`config.mk`:
```
export PLATFORM = sky130hd
export DESIGN_NAME = bus_arbiter_nx1
export DESIGN_NICKNAME = d
export VERILOG_FILES = /design/src/rtl/bus_arbiter_nx1.sv
export SDC_FILE = /design/constraint.sdc
export NUM_CORES = 1
export LEC_CHECK = 0
export CORE_AREA = 5 5 107 109
export DETAILED_ROUTE_END_ITERATION = 12
export DIE_AREA = 0 0 112 114
export PLACE_DENSITY = 0.68
export SKIP_LAST_GASP = 1
export SLEW_MARGIN = 20
export SYNTH_ARGS = -nofsm -noshare
export SYNTH_HDL_FRONTEND = slang
export SYNTH_SLANG_ARGS = --single-unit
```
`constraint.sdc`:
```
create_clock -name i_clk -period 1.7 [get_ports i_clk]
set_input_delay 0.17 -clock i_clk [delete_from_list [all_inputs] [get_ports i_clk]]
set_output_delay 0.17 -clock i_clk [all_outputs]
set_load 0.1 [all_outputs]
```
`src/rtl/bus_arbiter_nx1.sv`:
```
// bus_arbiter_nx1: N-master to 1-slave round-robin bus arbiter with atomic lock.
// Ports:
//   i_clk, i_rst           clock, async active-high reset
//   i_bus_en/i_wr_en/i_atomic [N]           per-master request, direction, lock
//   i_wr_data/i_addr [N*XLEN], i_byte_en [N*4]  per-master packed fields
//   o_ack [N]              one-hot ack to the granted master
//   o_rd_data [XLEN]       slave read data broadcast
//   i_ack, i_rd_data       slave ack pulse and read data
//   o_bus_en..o_atomic     granted master's fields, zero unless transferring
//   o_id [IDW]             granted master index
module bus_arbiter_nx1 #(
    parameter int N_MASTERS    = 2,
    parameter int XLEN         = 32,
    parameter int LOCK_TIMEOUT = 64,
    localparam int IDW         = $clog2(N_MASTERS)
) (
    input  logic                      i_clk,
    input  logic                      i_rst,
    input  logic [N_MASTERS-1:0]      i_bus_en,
    input  logic [N_MASTERS-1:0]      i_wr_en,
    input  logic [N_MASTERS*XLEN-1:0] i_wr_data,
    input  logic [N_MASTERS*XLEN-1:0] i_addr,
    input  logic [N_MASTERS*4-1:0]    i_byte_en,
    input  logic [N_MASTERS-1:0]      i_atomic,
    output logic [N_MASTERS-1:0]      o_ack,
    output logic [XLEN-1:0]           o_rd_data,
    input  logic                      i_ack,
    input  logic [XLEN-1:0]           i_rd_data,
    output logic                      o_bus_en,
    output logic                      o_wr_en,
    output logic [XLEN-1:0]           o_wr_data,
    output logic [XLEN-1:0]           o_addr,
    output logic [3:0]                o_byte_en,
    output logic                      o_atomic,
    output logic [IDW-1:0]            o_id
);

    localparam int CW = $clog2(LOCK_TIMEOUT + 1);

    typedef enum logic [1:0] {IDLE, BUSY, LOCKED} state_t;

    state_t         state, state_d;
    logic [IDW-1:0] grant, grant_d;
    logic [IDW-1:0] rr_ptr, rr_d;
    logic [CW-1:0]  lock_cnt, lock_cnt_d;
    logic [IDW-1:0] grant_nxt;
    logic           busy;

    logic [XLEN-1:0] wdata_a [N_MASTERS];
    logic [XLEN-1:0] addr_a  [N_MASTERS];
    logic [3:0]      be_a    [N_MASTERS];

    for (genvar k = 0; k < N_MASTERS; k++) begin : g_unpack
        assign wdata_a[k] = i_wr_data[k*XLEN +: XLEN];
        assign addr_a[k]  = i_addr[k*XLEN +: XLEN];
        assign be_a[k]    = i_byte_en[k*4 +: 4];
    end

    // First requester at or after ptr, wrapping N-1 -> 0. Scanning from the
    // farthest offset down lets the nearest requester overwrite the result.
    function automatic logic [IDW-1:0] rr_pick(
        input logic [N_MASTERS-1:0] req,
        input logic [IDW-1:0]       ptr
    );
        logic [IDW-1:0] idx;
        rr_pick = '0;
        for (int i = N_MASTERS - 1; i >= 0; i--) begin
            idx = IDW'((int'(ptr) + i) % N_MASTERS);
            if (req[idx]) rr_pick = idx;
        end
    endfunction

    assign grant_nxt = (grant == IDW'(N_MASTERS - 1)) ? '0 : grant + 1'b1;

    always_ff @(posedge i_clk or posedge i_rst) begin
        if (i_rst) begin
            state    <= IDLE;
            grant    <= '0;
            rr_ptr   <= '0;
            lock_cnt <= '0;
        end else begin
            state    <= state_d;
            grant    <= grant_d;
            rr_ptr   <= rr_d;
            lock_cnt <= lock_cnt_d;
        end
    end

    always_comb begin
        state_d    = state;
        grant_d    = grant;
        rr_d       = rr_ptr;
        lock_cnt_d = lock_cnt;
        unique case (state)
            IDLE: begin
                if (|i_bus_en) begin
                    grant_d = rr_pick(i_bus_en, rr_ptr);
                    state_d = BUSY;
                end
            end
            BUSY: begin
                // A completed ack wins over a same-cycle request drop.
                if (i_ack) begin
                    rr_d       = grant_nxt;
                    lock_cnt_d = '0;
                    state_d    = i_atomic[grant] ? LOCKED : IDLE;
                end else if (!i_bus_en[grant]) begin
                    rr_d    = grant_nxt;
                    state_d = IDLE;
                end
            end
            LOCKED: begin
                if (i_bus_en[grant]) begin
                    lock_cnt_d = '0;
                    state_d    = BUSY;
                end else if (!i_atomic[grant]) begin
                    state_d = IDLE;
                end else if (lock_cnt == CW'(LOCK_TIMEOUT - 1)) begin
                    state_d = IDLE;
                end else begin
                    lock_cnt_d = lock_cnt + 1'b1;
                end
            end
            default: state_d = IDLE;
        endcase
    end

    assign busy      = (state == BUSY);
    assign o_bus_en  = busy & i_bus_en[grant];
    assign o_wr_en   = busy & i_wr_en[grant];
    assign o_atomic  = busy & i_atomic[grant];
    assign o_wr_data = busy ? wdata_a[grant] : '0;
    assign o_addr    = busy ? addr_a[grant] : '0;
    assign o_byte_en = busy ? be_a[grant] : '0;
    assign o_id      = grant;
    assign o_rd_data = i_rd_data;

    always_comb begin
        o_ack = '0;
        if (busy && i_ack) o_ack[grant] = 1'b1;
    end

endmodule

```
; ---- Word-level counts from Yosys, hierarchy flattened
; Cells that the tools add are included.
[word_totals]
reg_bits = 11
latch_bits = 0
mem_bits_rw = 0
romBits = 0
input_bits = 177
output_inout_bits = 106
word_cells = 78
n_memories = 0
[op_classes]
addsub = 3
mul = 0
div_mod_pow = 0
order_cmp = 5
eq_ne = 10
n_shift = 0
muxes = 43
bitwise = 4
n_reduce_logical = 9
[op_table]
columns = cell, count
row1 = $mux W32, 8
row2 = $mux W7, 4
row3 = $mux W1, 16
row4 = $mux W2, 8
row5 = $mux W4, 4
row6 = $pmux W7 S2, 1
row7 = $ne A3 B3 Y1 const B, 3
row8 = $add A7 B1 Y7 const B, 1
row9 = $eq A7 B6 Y1 const B, 1
row10 = $lt A1 B2 Y1 const B, 3
row11 = $ne A2 B2 Y1 const B, 3
row12 = $pmux W2 S3, 1
row13 = $ne A4 B4 Y1 const B, 1
row14 = $reduce_and A2 Y1, 2
row15 = $reduce_and A4 Y1, 1
row16 = $and A1 B1 Y1, 3
row17 = $reduce_and A3 Y1, 1
row18 = $add A1 B1 Y1 const B, 2
row19 = $eq A2 B1 Y1 const B, 1
row20 = $eq A2 B2 Y1 const B, 1
row21 = $ge A2 B2 Y1 const B, 1
row22 = $logic_and A1 B1 Y1, 2
row23 = $logic_not A2 Y1, 1
row24 = $not A1 Y2, 1
row25 = 4 further kinds, 4

; ---- Longest topological paths before layout
; Gate-level depths: netlist (run 1).
[depth]
ltp_word = 5
mapped_depth = 5

; ---- Worst setup path before layout (run 1)
; Ideal clock, no wire load.
[synth_path]
path_type = flip-flop to output port
startpoint = reg grant, in the netlist o_id
endpoint = out o_addr[0]
arrival_time_ns = 2.974
setup_slack_ns = -1.444
path_stages_with_launch = 6
path_buffers = 3
cell_sequence = dfrtp_1 -> buf_6 -> buf_2 -> buf_2 -> mux2i_1 -> nor2_1
[synth_between]
elab_chain_len = 5
[synth_rtl]
columns = item, line_no
row1 = start: declaration, 43  ; logic [IDW-1:0] grant, grant_d;
row2 = start signal: assignment, 83  ; grant <= grant_d;
row3 = $not A1 Y2 (implied by the code), 133  ; assign o_addr = busy ? addr_a[grant] : '0;
row4 = $mux W32 (implied by the code) (3 in series), 133
row5 = $mux W32, 133
row6 = end: declaration, 32  ; output logic [XLEN-1:0] o_addr,
; Every way passes these cells. The select of a mux whose other input is x is not followed.

; ---- Final worst setup path (run 1)
[layout_path]
startpoint = reg grant, in the netlist o_id
endpoint = out o_wr_data[22]
[layout_between]
elab_chain_len = 5
[layout_rtl]
columns = item, line_no
row1 = $not A1 Y2 (implied by the code), 132  ; assign o_wr_data = busy ? wdata_a[grant] : '0;
row2 = $mux W32 (implied by the code) (3 in series), 132
row3 = $mux W32, 132
row4 = end: declaration, 31  ; output logic [XLEN-1:0] o_wr_data,
; Every way passes these cells. The select of a mux whose other input is x is not followed.

==> results of run 1 <==
## cells in the final DEF (no fill, tap or decap), drive strengths merged
master	count
clkdlybuf4s50	144
buf	102
nor2	74
mux2i	71
dfrtp	11
nand2	10
clkbuf	8
nand3	7
o21ai	7
nand2b	5
a21oi	3
inv	3
nor2b	3
nand3b	2
o22ai	2
o211ai	2
or4	2
mux2	2
o31ai	2
and3	2
a2111oi	1
a21o	1
a211oi	1
a31o	1
a21boi	1
o21bai	1
a32oi	1
and2b	1
a31oi	1
ha	1
clkinv	1
## worst max-delay path, cell delays in order (launching register included)
cell     delay, ns
dfrtp_4       0.53
buf_12        0.16
buf_16        0.16
mux2i_2       0.18
nor2_4        0.13
buf_12        0.19
## path summary, 6_finish.rpt
check	endpoint	slack, ns	depth (start not counted)
max	o_wr_data[22]	-0.09	5
min	rr_ptr$_DFFE_PP0P_	0.23	2
max reg2reg	lock_cnt[3]$_DFFE_PP0P_	-0.01	5
min reg2reg	lock_cnt[0]$_DFFE_PP0P_	0.55	1
max in group asynchronous	o_id$_DFFE_PP0P_	1.14	2
min in group i_clk	o_rd_data[15]	0.34	0
## per-layer routing
layer  wire [um]  vias up  part of all wire (%)
met5           0        -                     0
met4         106        0                  0.84
met3        1020       19                   8.1
met2        6760      167                    53
met1        4800     1339                    38
li1            -     1308                     -
## through the flow
step	setup TNS (ns)	hold WS, ns	util [%]	cells	setup slack, ns
global route	-5.38	0.289	58.5	613	-0.124
CTS	-3.13	0.257	55.2	600	-0.0938
global placement	0	0.341	51.9	589	0.136
floorplan	-19.43	0.0225	-	268	-1.00
finish	-3.00	0.228	58.5	613	-0.0865
detailed placement	0	0.341	51.9	589	0.0646
## sequential cells by signal, summed over array words and instances (netlist names)
register and flops:
lock_cnt 7, o_id 1, rr_ptr 1, state 2
## logic make-up after synthesis
family,after synthesis,synth area share [%]
AND/OR/NAND/NOR,106,22.9
multiplexers,73,37.5
buffers and inverters,53,16.8
AO/OA/AOI/OAI,24,8.44
flip-flops,11,13.8
adder cells (fa/ha/maj),1,0.625
## timing repair
action	4_1_cts	5_1_grt
setup endpoints to repair	71	78
buffers inserted	3	6
pin swaps	0	4
resized for setup	40	31
gates cloned	4	7
## cell type report
type	count	area, um2	share of cell area [%]
clock buffer	3	41.3	0.672
clock inverter	1	5.00	0.0815
inverter	3	11.3	0.183
multi-input combinational	204	2140	34.8
sequential	11	280	4.56
tap	140	175	2.85
timing repair buffer	251	3490	56.8
==> results.toml, run 1 <==
[run_status]
status = "finished with violations"
violations = "negative setup slack"

[sta]
finalMaxSlewViolations = 0
rsz0062_at_grt = "true"
max_freq_mhz = 560
worstMarginPinSlew_ns = 0.436
fin_worst_skew_ns = 0.00502
period_needed_ns = 1.79
slew_headroom_pct = 70.9
min_period_over_period_pct = 105
setup_viol = 71
hold_violations = 0
finalWorstSetupSlack_ns = -0.0865

[grt]
use_met2_pct = 32.1
antenna_found_initial = 0
busiest_layer = "met2"
grt_pass1_vias = 2910
grt_usage_pct = 17.3
grt_max_degree = 35
grt_pass1_wl_um = 17500
use_met1_pct = 20.7
grtUsageMet3_pct = 4.88
overflow = 0

[detailed_routing]
drc = 0
drtIter0Drc = 63
via_count = 2833
ant_nets = 0
dr.pass1.iters = 6
routed_via_density = 4.62
routed_wl_um = 12700
avgRoutedWirePerCell_um = 20.7

[clock_network]
cts_buffers = 3
htree_levels = 1
clock_latency_ns = 0.24
cts_tree = "built"
clock_path_buffers = 2
clk_pin_slew_ns = 0.06
cts-root-buf = "clkbuf_8"
hold_buffers = 0
clock-sinks = 11

[logic_synthesis]
yosysMostFrequentCell = "nor2_1"
synth_nets = 446
yosysWarnings = 0
synth_ff_type = "dfrtp_1"
seq_area_frac_synth_pct = 13.8
yosysTopAreaCell = "mux2i_1"
synthArstFlopShare_pct = 100
synthTopCellsByCount = "nor2_1 (74), mux2i_1 (70), buf_4 (32)"
synth_edf_count = 0
yosysTopAreaCellShare_pct = 35.0
synth_area_leaders = "mux2i_1 (35%), nor2_1 (14%), dfrtp_1 (14%)"
netlist_area_um2 = 2000
synthCells = 268
post_synth.cell_area_avg_um2 = 7.47
yosysUniqueCellTypes = 35
ys_seq_elements = 11

[placement]
hpwl_um = 9180
place_area_um2 = 5450
place_congestion = 0.906
io_buffers = 218

[die]
rows = 38
ioPinCount = 283
die_area_um2 = 12800
core_um2 = 10500
initial_core_util_pct = 19.0
die_x_um = 112
die_h_um = 114

[critical_path]
end_kind = "output pin"
crit_arrival_ns = 1.62
crit_start = "o_id$_DFFE_PP0P_"
reg2reg_from = "o_id$_DFFE_PP0P_"
crit_required_ns = 1.53
worstPathMaxFanout = 17
worstSetupStartpointType = "flop"
critPathKind = "reg -> out"

[final_layout]
final_area_um2 = 6140
final_nets = 652
drive_above_1_share_pct = 51.2
syn2layout_area_growth_pct = 207
antennaDiodeCount = 0
n_fill_cell = 821

[min_path]
hold_class = "in -> async"

[run]
max_cap_violations = 0
Power of run 1 is not shown: default switching activity piles up to over one toggle a cycle in this logic, so the estimate is an artifact.
==> inputs of run 2 (changes only) <==
SETUP_SLACK_MARGIN = 0.02   (was unset)
==> run 2 against run 1 <==
Compared with the run above:
- the run still ends with negative setup slack left
- first-iteration DRC count up 29%
- worst setup slack improved by 0.032 ns
- non-clock buffer count fell by 3
- clock skew shrank 0.0039 ns
- sequential share of layout area up 0.069 points
- utilization down 0.87 points
==> results.toml, run 2 (synthesized netlist as in run 1, its figures left out) <==
[run_status]
status = "finished with violations"
violations = "negative setup slack"

[critical_path]
worstPathMaxFanout = 7
critPathKind = "reg -> out"
r2r_cells = 5
rrSetupSlack_ns = -0.02
end_kind = "output pin"
crit_required_ns = 1.53
reg2reg_from = "o_id$_DFFE_PP0P_"
crit_start = "o_id$_DFFE_PP0P_"
crit_path_end = "o_wr_data[28]"
worstSetupStartpointType = "flop"
r2r-end = "lock_cnt[3]$_DFFE_PP0P_"
crit_arrival_ns = 1.58

[final_layout]
syn2layout_area_growth_pct = 202
n_fill_cell = 840
final_nets = 649
fin_cells = 610
largest_registers = "lock_cnt x7, state x2"
antennaDiodeCount = 0
regMostFlops = "lock_cnt"
drive_above_1_share_pct = 53.8
final_cell_mix = "clkdlybuf4s50_1 (144), buf_12 (80), nor2_4 (67), mux2i_2 (54), buf_4 (15)"
utilization_pct = 57.6
largest_reg_flops = 7
final_common_cell = "clkdlybuf4s50_1"

[detailed_routing]
avgRoutedWirePerCell_um = 18.2
routed_via_density = 4.50
wl_met1_um = 4170
drc = 0
drtIter0Drc = 81
wl_met3_um = 921
wl_met2_um = 5760
routed_wl_um = 11100
ant_nets = 0
via_count = 2748
dr.pass1.iters = 4
highest_layer = "met4"

[die]
core_um2 = 10500
die_area_um2 = 12800
die_h_um = 114
initial_core_util_pct = 19.0
ioPinCount = 283
die_x_um = 112
rows = 38

[placement]
io_buffers = 218
dp_cells = 594
hpwl_um = 8940
pre_cts_ws_ns = 0.0566
place_congestion = 0.887

[clock_network]
clk_pin_slew_ns = 0.05
cts_tree = "built"
clock-sinks = 11
cts_buffers = 3
hold_buffers = 0
clock_latency_ns = 0.24
clock_path_buffers = 2
htree_levels = 1
cts-root-buf = "clkbuf_8"

[sta]
finalMaxSlewViolations = 0
min_period_over_period_pct = 103
period_needed_ns = 1.75
worstMarginPinSlew_ns = 0.459
finalWorstSetupSlack_ns = -0.0540
hold_ws_ns = 0.245
setup_viol = 48
max_freq_mhz = 570
slew_headroom_pct = 69.4
hold_violations = 0
fin_worst_skew_ns = 0.00115
rsz0062_at_grt = "true"

[grt]
grt_max_degree = 24
grt_pass1_vias = 2806
overflow = 0
antenna_found_initial = 0
grt_pass1_wl_um = 16400
grt_usage_pct = 16.2

[run]
max_cap_violations = 0

[min_path]
hold_class = "in -> async"
-- run 2: changes by cell type in the layout (fill, tap and decap cells not counted), moves of 3 or more --
cell / delta
mux2i_1: -15
mux2i_2: +8
buf_16: -7
mux2i_4: +7
buf_4: +5
clkbuf_16: -4
buf_12: +3
-- run 2: how the worst min path moves through the flow --
| stage | start | end | cells past startpoint |
|---|---|---|---|
| floorplan | i_rst | lock_cnt[0]$_DFFE_PP0P_ | 1 |
| global placement | i_rd_data[10] | o_rd_data[10] | 0 |
| detailed placement | i_rd_data[10] | o_rd_data[10] | 0 |
| CTS | i_rst | lock_cnt[2]$_DFFE_PP0P_ | 2 |
| global route | i_rst | state[1]$_DFFE_PP0P_ | 2 |
| finish | i_rst | state[1]$_DFFE_PP0P_ | 2 |
-- run 2: area by class of cell --
type	instances	area, um2	share of cell area [%]
tap	140	175	2.89
sequential	11	280	4.63
multi-input combinational	204	2250	37.2
clock buffer	4	45.0	0.744
timing repair buffer	248	3290	54.4
inverter	3	11.3	0.186
-- run 2: worst max-delay path: stages, from the launching register on --
cell and delay (ns):
dfrtp_4 0.55, buf_6 0.16, buf_12 0.14, mux2i_4 0.19
nor2_4 0.10, buf_12 0.18
-- run 2: timing repair --
action,4_1_cts,5_1_grt
gates resized for setup,53,35
pin swaps,3,7
setup buffers,4,6
gates cloned,1,1
endpoints found under the setup margin,70,80
-- run 2: routing by layer --
layer,track usage (%),vias up
met5,0,-
met2,28.3,160
met3,4.83,19
li1,-,1298
met4,4.01,0
met1,19.5,1271
-- run 2: stage by stage --
step / area [um2] / setup TNS, ns
floorplan: 2570 / -19.43
global placement: 5520 / 0
detailed placement: 5520 / 0
CTS: 5820 / -2.73
global route: 6050 / -5.41
finish: 6050 / -1.03
Power of run 2 is left out for the same reason.
